==> config.mk <==
export PLATFORM = sky130hd
export DESIGN_NAME = reg_arbiter
export DESIGN_NICKNAME = d
export VERILOG_FILES = /design/src/rtl/reg_arbiter.sv
export SDC_FILE = /design/constraint.sdc
export NUM_CORES = 1
export LEC_CHECK = 0
export CORE_ASPECT_RATIO = 0.8
export CORE_UTILIZATION = 40
export CTS_CLUSTER_DIAMETER = 30
export DETAILED_ROUTE_END_ITERATION = 16
export PLACE_DENSITY_LB_ADDON = 0.25
export SETUP_SLACK_MARGIN = 0.02
export SLEW_MARGIN = 20
export SYNTH_ARGS = -nofsm -noshare
export SYNTH_HDL_FRONTEND = slang
export SYNTH_SLANG_ARGS = --single-unit
==> constraint.sdc <==
create_clock -name CLK -period 3.9 [get_ports CLK]
set_input_delay 0.78 -clock CLK [delete_from_list [all_inputs] [get_ports CLK]]
set_output_delay 0.78 -clock CLK [all_outputs]
set_load 0.01 [all_outputs]
==> src/rtl/reg_arbiter.sv <==
// Round-robin arbiter guarding a shared W-bit register among N requesters.
// A winner is granted, its data is loaded once (ack), and it holds ownership until it drops req.
module reg_arbiter #(
  parameter int unsigned N = 4,
  parameter int unsigned W = 8
) (
  input  logic                 CLK,
  input  logic                 n_Reset,
  input  logic [N-1:0]         req,
  input  logic [N*W-1:0]       din,
  output logic [N-1:0]         grant,
  output logic                 ack,
  output logic [W-1:0]         Q,
  output logic [$clog2(N)-1:0] owner,
  output logic                 busy
);

  localparam int unsigned OW = $clog2(N);

  typedef enum logic [1:0] {
    IDLE  = 2'd0,
    GRANT = 2'd1,
    HOLD  = 2'd2
  } state_t;

  state_t         r_state;
  state_t         w_state_nxt;
  logic [N-1:0]   r_grant;
  logic [N-1:0]   w_grant_nxt;
  logic           r_ack;
  logic           w_ack_nxt;
  logic [W-1:0]   r_q;
  logic [W-1:0]   w_q_nxt;
  logic [OW-1:0]  r_owner;
  logic [OW-1:0]  w_owner_nxt;
  logic [OW-1:0]  r_ptr;
  logic [OW-1:0]  w_ptr_nxt;

  logic           w_found;
  logic [OW-1:0]  w_winner;
  logic [N-1:0]   w_winner_onehot;
  logic [OW-1:0]  w_owner_inc;
  logic [W-1:0]   w_owner_din;

  // First set req bit at or above r_ptr, wrapping past N-1 back to 0.
  always_comb begin
    logic [OW-1:0] idx;
    idx      = '0;
    w_found  = 1'b0;
    w_winner = '0;
    for (int unsigned k = 0; k < N; k++) begin
      idx = OW'((32'(r_ptr) + k) % N);
      if (!w_found && req[idx]) begin
        w_found  = 1'b1;
        w_winner = idx;
      end
    end
  end

  assign w_winner_onehot = N'(1) << w_winner;
  assign w_owner_inc     = (r_owner == OW'(N - 1)) ? '0 : r_owner + OW'(1);
  assign w_owner_din     = din[r_owner*W +: W];

  // Next-state and next-output decode.
  always_comb begin
    w_state_nxt = r_state;
    w_grant_nxt = r_grant;
    w_ack_nxt   = 1'b0;
    w_q_nxt     = r_q;
    w_owner_nxt = r_owner;
    w_ptr_nxt   = r_ptr;
    case (r_state)
      IDLE: begin
        if (w_found) begin
          w_state_nxt = GRANT;
          w_grant_nxt = w_winner_onehot;
          w_owner_nxt = w_winner;
        end
      end
      GRANT: begin
        if (req[r_owner]) begin
          w_state_nxt = HOLD;
          w_q_nxt     = w_owner_din;
          w_ack_nxt   = 1'b1;
        end else begin
          // Owner withdrew before the load: release without touching Q.
          w_state_nxt = IDLE;
          w_grant_nxt = '0;
          w_ptr_nxt   = w_owner_inc;
        end
      end
      HOLD: begin
        if (!req[r_owner]) begin
          w_state_nxt = IDLE;
          w_grant_nxt = '0;
          w_ptr_nxt   = w_owner_inc;
        end
      end
      default: begin
        w_state_nxt = IDLE;
        w_grant_nxt = '0;
      end
    endcase
  end

  always_ff @(posedge CLK or negedge n_Reset) begin
    if (!n_Reset) begin
      r_state <= IDLE;
    end else begin
      r_state <= w_state_nxt;
    end
  end

  always_ff @(posedge CLK or negedge n_Reset) begin
    if (!n_Reset) begin
      r_grant <= '0;
      r_ack   <= 1'b0;
      r_q     <= '0;
      r_owner <= '0;
      r_ptr   <= '0;
    end else begin
      r_grant <= w_grant_nxt;
      r_ack   <= w_ack_nxt;
      r_q     <= w_q_nxt;
      r_owner <= w_owner_nxt;
      r_ptr   <= w_ptr_nxt;
    end
  end

  assign grant = r_grant;
  assign ack   = r_ack;
  assign Q     = r_q;
  assign owner = r_owner;
  assign busy  = (r_state != IDLE);

endmodule

-- Yosys cells after proc, flatten, opt, wreduce, memory -nomap -nowiden
Index checks and enable logic that the tools add are counted.
- input bits: 38
- register bits after elaboration: 19
- output and inout bits: 16
- magnitude comparators: 5
- shift-type cells: 2
- reduce and logical (&&, ||, !) cells: 14
- bitwise operators: 1
- eq/ne operators: 6
- add/sub/neg operators: 4
- multiplexer cells: 28
- operators by type and width (operator ; number):
    indexed part select 32 x 6 -> 8 bit ; 1
    two-way mux 2 bit ; 8
    less-than comparator 2 x 3 -> 1 bit, second input constant ; 5
    two-way mux 1 bit ; 11
    binary-select mux 1 bit (select 2 bit) ; 5
    AND reduction 2 bit ; 5
    two-way mux 4 bit ; 2
    one-hot mux 4 bit (2 select lines) ; 1
    != test 2 bit, second input constant ; 3
    one-hot mux 2 bit (3 select lines) ; 1
    adder 2 x 1 -> 2 bit, second input constant ; 2
    adder 2 bit, second input constant ; 2
    == test 2 bit, second input constant ; 2
    left shift 1 x 2 -> 4 bit, first input constant ; 1
    logical AND 1 bit ; 3
    zero test 1 bit ; 3
    == test 2 x 1 -> 1 bit, second input constant ; 1
    zero test 2 bit ; 1
    nonzero test 2 bit ; 1
    OR reduction 2 bit ; 1
    inverter 1 bit ; 1

-- Logic depth before layout (Yosys ltp)
- depth after elaboration: 15
- gate-level depth with buffers: 5
- mapped depth without buffers: 5

-- Worst setup path before layout
No wires, ideal clock.
- path kind: input -> register
- start point: input port req[3]
- end point: register r_q[0], in the netlist Q[0]
- arrival: 1.812 ns
- slack: 1.963 ns
- stages: 3
- setup time: 0.125 ns
- cell sequence: mux4_2 -> nand2_2 -> mux2_2
- cells in the longest elaborated chain, start to end: 3
- ends and longest elaborated chain (what ; line ; text):
    from (decl) ; 9 ; input logic [N-1:0] req,
    binary-select mux 1 bit (select 2 bit) ; 81 ; if (req[r_owner]) begin
    two-way mux 1 bit (not written as such) ; 81 ;
    AND reduction 2 bit (no line) ; n/a ;
    to (signal assigned) ; 124 ; r_q <= w_q_nxt;
    to (decl) ; 32 ; logic [W-1:0] r_q;
No other way between the ends. The select of a mux whose other input is x is not followed.
A chain may end at the register's enable or synchronous reset.

-- Worst setup path in the final report
- start point: register r_owner[0], in the netlist owner[0]
- end point: output port owner[0]
- RTL lines (what ; line ; text):
    from (decl) ; 34 ; logic [OW-1:0] r_owner;
    from (signal assigned) ; 125 ; r_owner <= w_owner_nxt;
    to (decl) ; 14 ; output logic [$clog2(N)-1:0] owner,
No word-level cell between the ends.

==> out/results.ini <==
[status]
status=finished, final reports clean

[sta]
slew_headroom_pct=43.4
setup_slack_ns=1.37
fmax_mhz=395
finalCriticalPeriod_ns=2.53
hold_viol=0
setup_viol=0
slew_viol_final=0
setup_tns_ns=0
rsz0062_at_grt=no
hold_ws_ns=0.496
fin_crit_sh_pct=64.9
skew_ns=0.00590
max_slew.worst_pin.slew_ns=0.846

[synth]
synthMostInstantiatedCell=dfrtp_1
synth_area_um2=1090
yosysTopAreaCell=dfrtp_1
synth_common_cells=dfrtp_1 (19), mux4_2 (9), mux2_2 (8), inv_1 (5)
synth_cell_types=27
synth_warnings=0
ys_ff_latch=19
syn_inst=83
synth_edf_count=0
avgSynthCellArea_um2=13.2
yosys.area.top_type_share_pct=43.5
async_flop_share_pct=100
synth_nets=125
synthTopCellsByArea=dfrtp_1 (43%), mux4_2 (19%), mux2_2 (8.2%)
seq_area_frac_synth_pct=43.5
dominantRegCellSynth=dfrtp_1

[critical_path]
crit_chain=clkdlybuf4s50_1
crit_family=flip-flops
start_kind=register
cp_data_required_time_ns=3.12
slowest_delay_ns=0.79
reg2reg_depth=3
r2r-start=owner[0]$_DFFE_PN0P_
path_class=reg2out
r2r_end=Q[5]$_DFFE_PN0P_
arrival_ns=1.75
crit_fanout=13
slowest_stage=dfrtp_1
crit_path_end_kind=primary output
reg2reg_slack_ns=1.74
cp_num_buf_inv=1

[worst_hold_path]
hold_path_depth=1
min_path_type=reg2reg
hp-start=grant[3]$_DFFE_PN0P_
min_to=grant[3]$_DFFE_PN0P_

[placed_design]
gp_congestion=0.846
hpwl_mm=2.16
dpl_cell_area_um2=1660
dp_slack_ns=1.31
portBuffers=53

[detailed_routing]
via_per_inst=5.27
first_pass_iters=4
antenna_left=0
vias=917
routed_wirelength_mm=2.69
drc=0
wire_per_inst_um=15.5
initialDrtViolationCount=45

[cts]
worstSkewPairLatency_ns=0.29
clockRootBuffer=clkbuf_4
cts_hold_buf=0
cts.clk_slew.worst_paths_ns=0.09
cts_buffers=3
post_cts_buffers=0
cts.sinks=19
ctsResizeCount=0
h-tree-depth=1
cts.path.max_buffers=2
cts_tree=yes

[grt]
antenna_found_initial=0
overflow=0
grt_pass1_wl_mm=4.73
grt_max_degree=20
track_usage_pct=21.7
grt_pass1_vias=1025

[floorplanning]
num_rows=16
die_h_um=48.8
core-area_um2=2520
dieWidth_um=60.5
start_util_pct=43.4
ios=54
die-area_um2=2950

[pwr]
power.switching_mw=0.414
clkPwrFrac_pct=8.3
power_density_nw_per_um2=681
power.leakage_nw=0.690
seq_power_share_pct=34.9
combPwrFrac_pct=56.8
switching_share_pct=36.1
p_int_mw=0.733
peakVddDrop_mv=0.354

[final_layout]
syn2layout_area_growth_pct=54.1
drive_above_1_share_pct=18.8
finalInstanceArea_um2=1690
fillers=215
n_antenna_cell=0
num-nets-final=181

[run]
max_cap_violations=0

## through the flow
step	cells	utilization, %	total power [mW]
3_5_place_dp	170	65.8	1.06
6_report	174	66.8	1.15
4_1_cts	174	66.8	1.16
5_1_grt	174	66.8	1.23
3_3_place_gp	170	65.8	1.03
2_1_floorplan	83	-	0.770
## cell families after synthesis
logic type | Yosys count | share of synthesized area [%]
DFF | 19 | 43.5
and+or+nand+nor | 16 | 8.24
buffers and inverters | 7 | 2.63
muxes | 19 | 29.1
AOI/OAI and AO/OA | 18 | 12.0
adders and majority gates | 4 | 4.58
## cells in the final DEF, fill, tap and decap left out, drive strengths merged, types with 2 or more instances in the layout
cell type,n
a21oi,4
clkdlybuf4s50,53
nor2,3
a32o,4
dfrtp,19
mux4,9
inv,5
nand2,5
and2,2
ha,4
o21ai,3
o31ai,2
clkbuf,4
mux2,9
o22a,2
nand2b,3
## state kept, by name, summed over array words and instances (netlist names)
signal / cells
owner: 2
grant: 4
Q: 8
r_state: 2
r_ptr: 2
ack: 1
## power by group through the flow
stage          logic (mW)  registers (mW)  clock network, mW
6_report            0.652           0.400             0.0953
5_1_grt             0.701           0.421              0.107
4_1_cts             0.654           0.405             0.0973
3_5_place_dp        0.648           0.408                  0
3_3_place_gp        0.627           0.402                  0
2_1_floorplan       0.382           0.387                  0
## layout make-up
type	count	area, um^2	share of cell area, %
multi-input cells	57	589	35.0
repair buffers	53	531	31.5
flip-flops and latches	19	475	28.2
well taps	36	45.0	2.67
clock buffers	4	26.3	1.56
inverters	5	18.8	1.11
## worst max path at each step
stage / start / endpoint / slack (ns) / cells past startpoint
3_5_place_dp: req[0] / grant[1]$_DFFE_PN0P_ / 1.31 / 5
2_1_floorplan: req[3] / Q[0]$_DFFE_PN0P_ / 1.96 / 3
3_3_place_gp: req[3] / Q[6]$_DFFE_PN0P_ / 1.39 / 4
6_report: owner[0]$_DFFE_PN0P_ / owner[0] / 1.37 / 1
5_1_grt: owner[0]$_DFFE_PN0P_ / owner[0] / 1.24 / 1
4_1_cts: owner[0]$_DFFE_PN0P_ / owner[0] / 1.31 / 1
## per-layer routing
metal  wire [um]  GRT usage (%)  part of all wire, %  vias up
li1            -              -                    -      431
met1        1180           29.8                   44      443
met2        1340           33.7                   50       35
met3         104           4.81                  3.9        8
met4          70           7.20                  2.6        0
met5           0              0                    0        -
(Power assumes the default switching activity.)
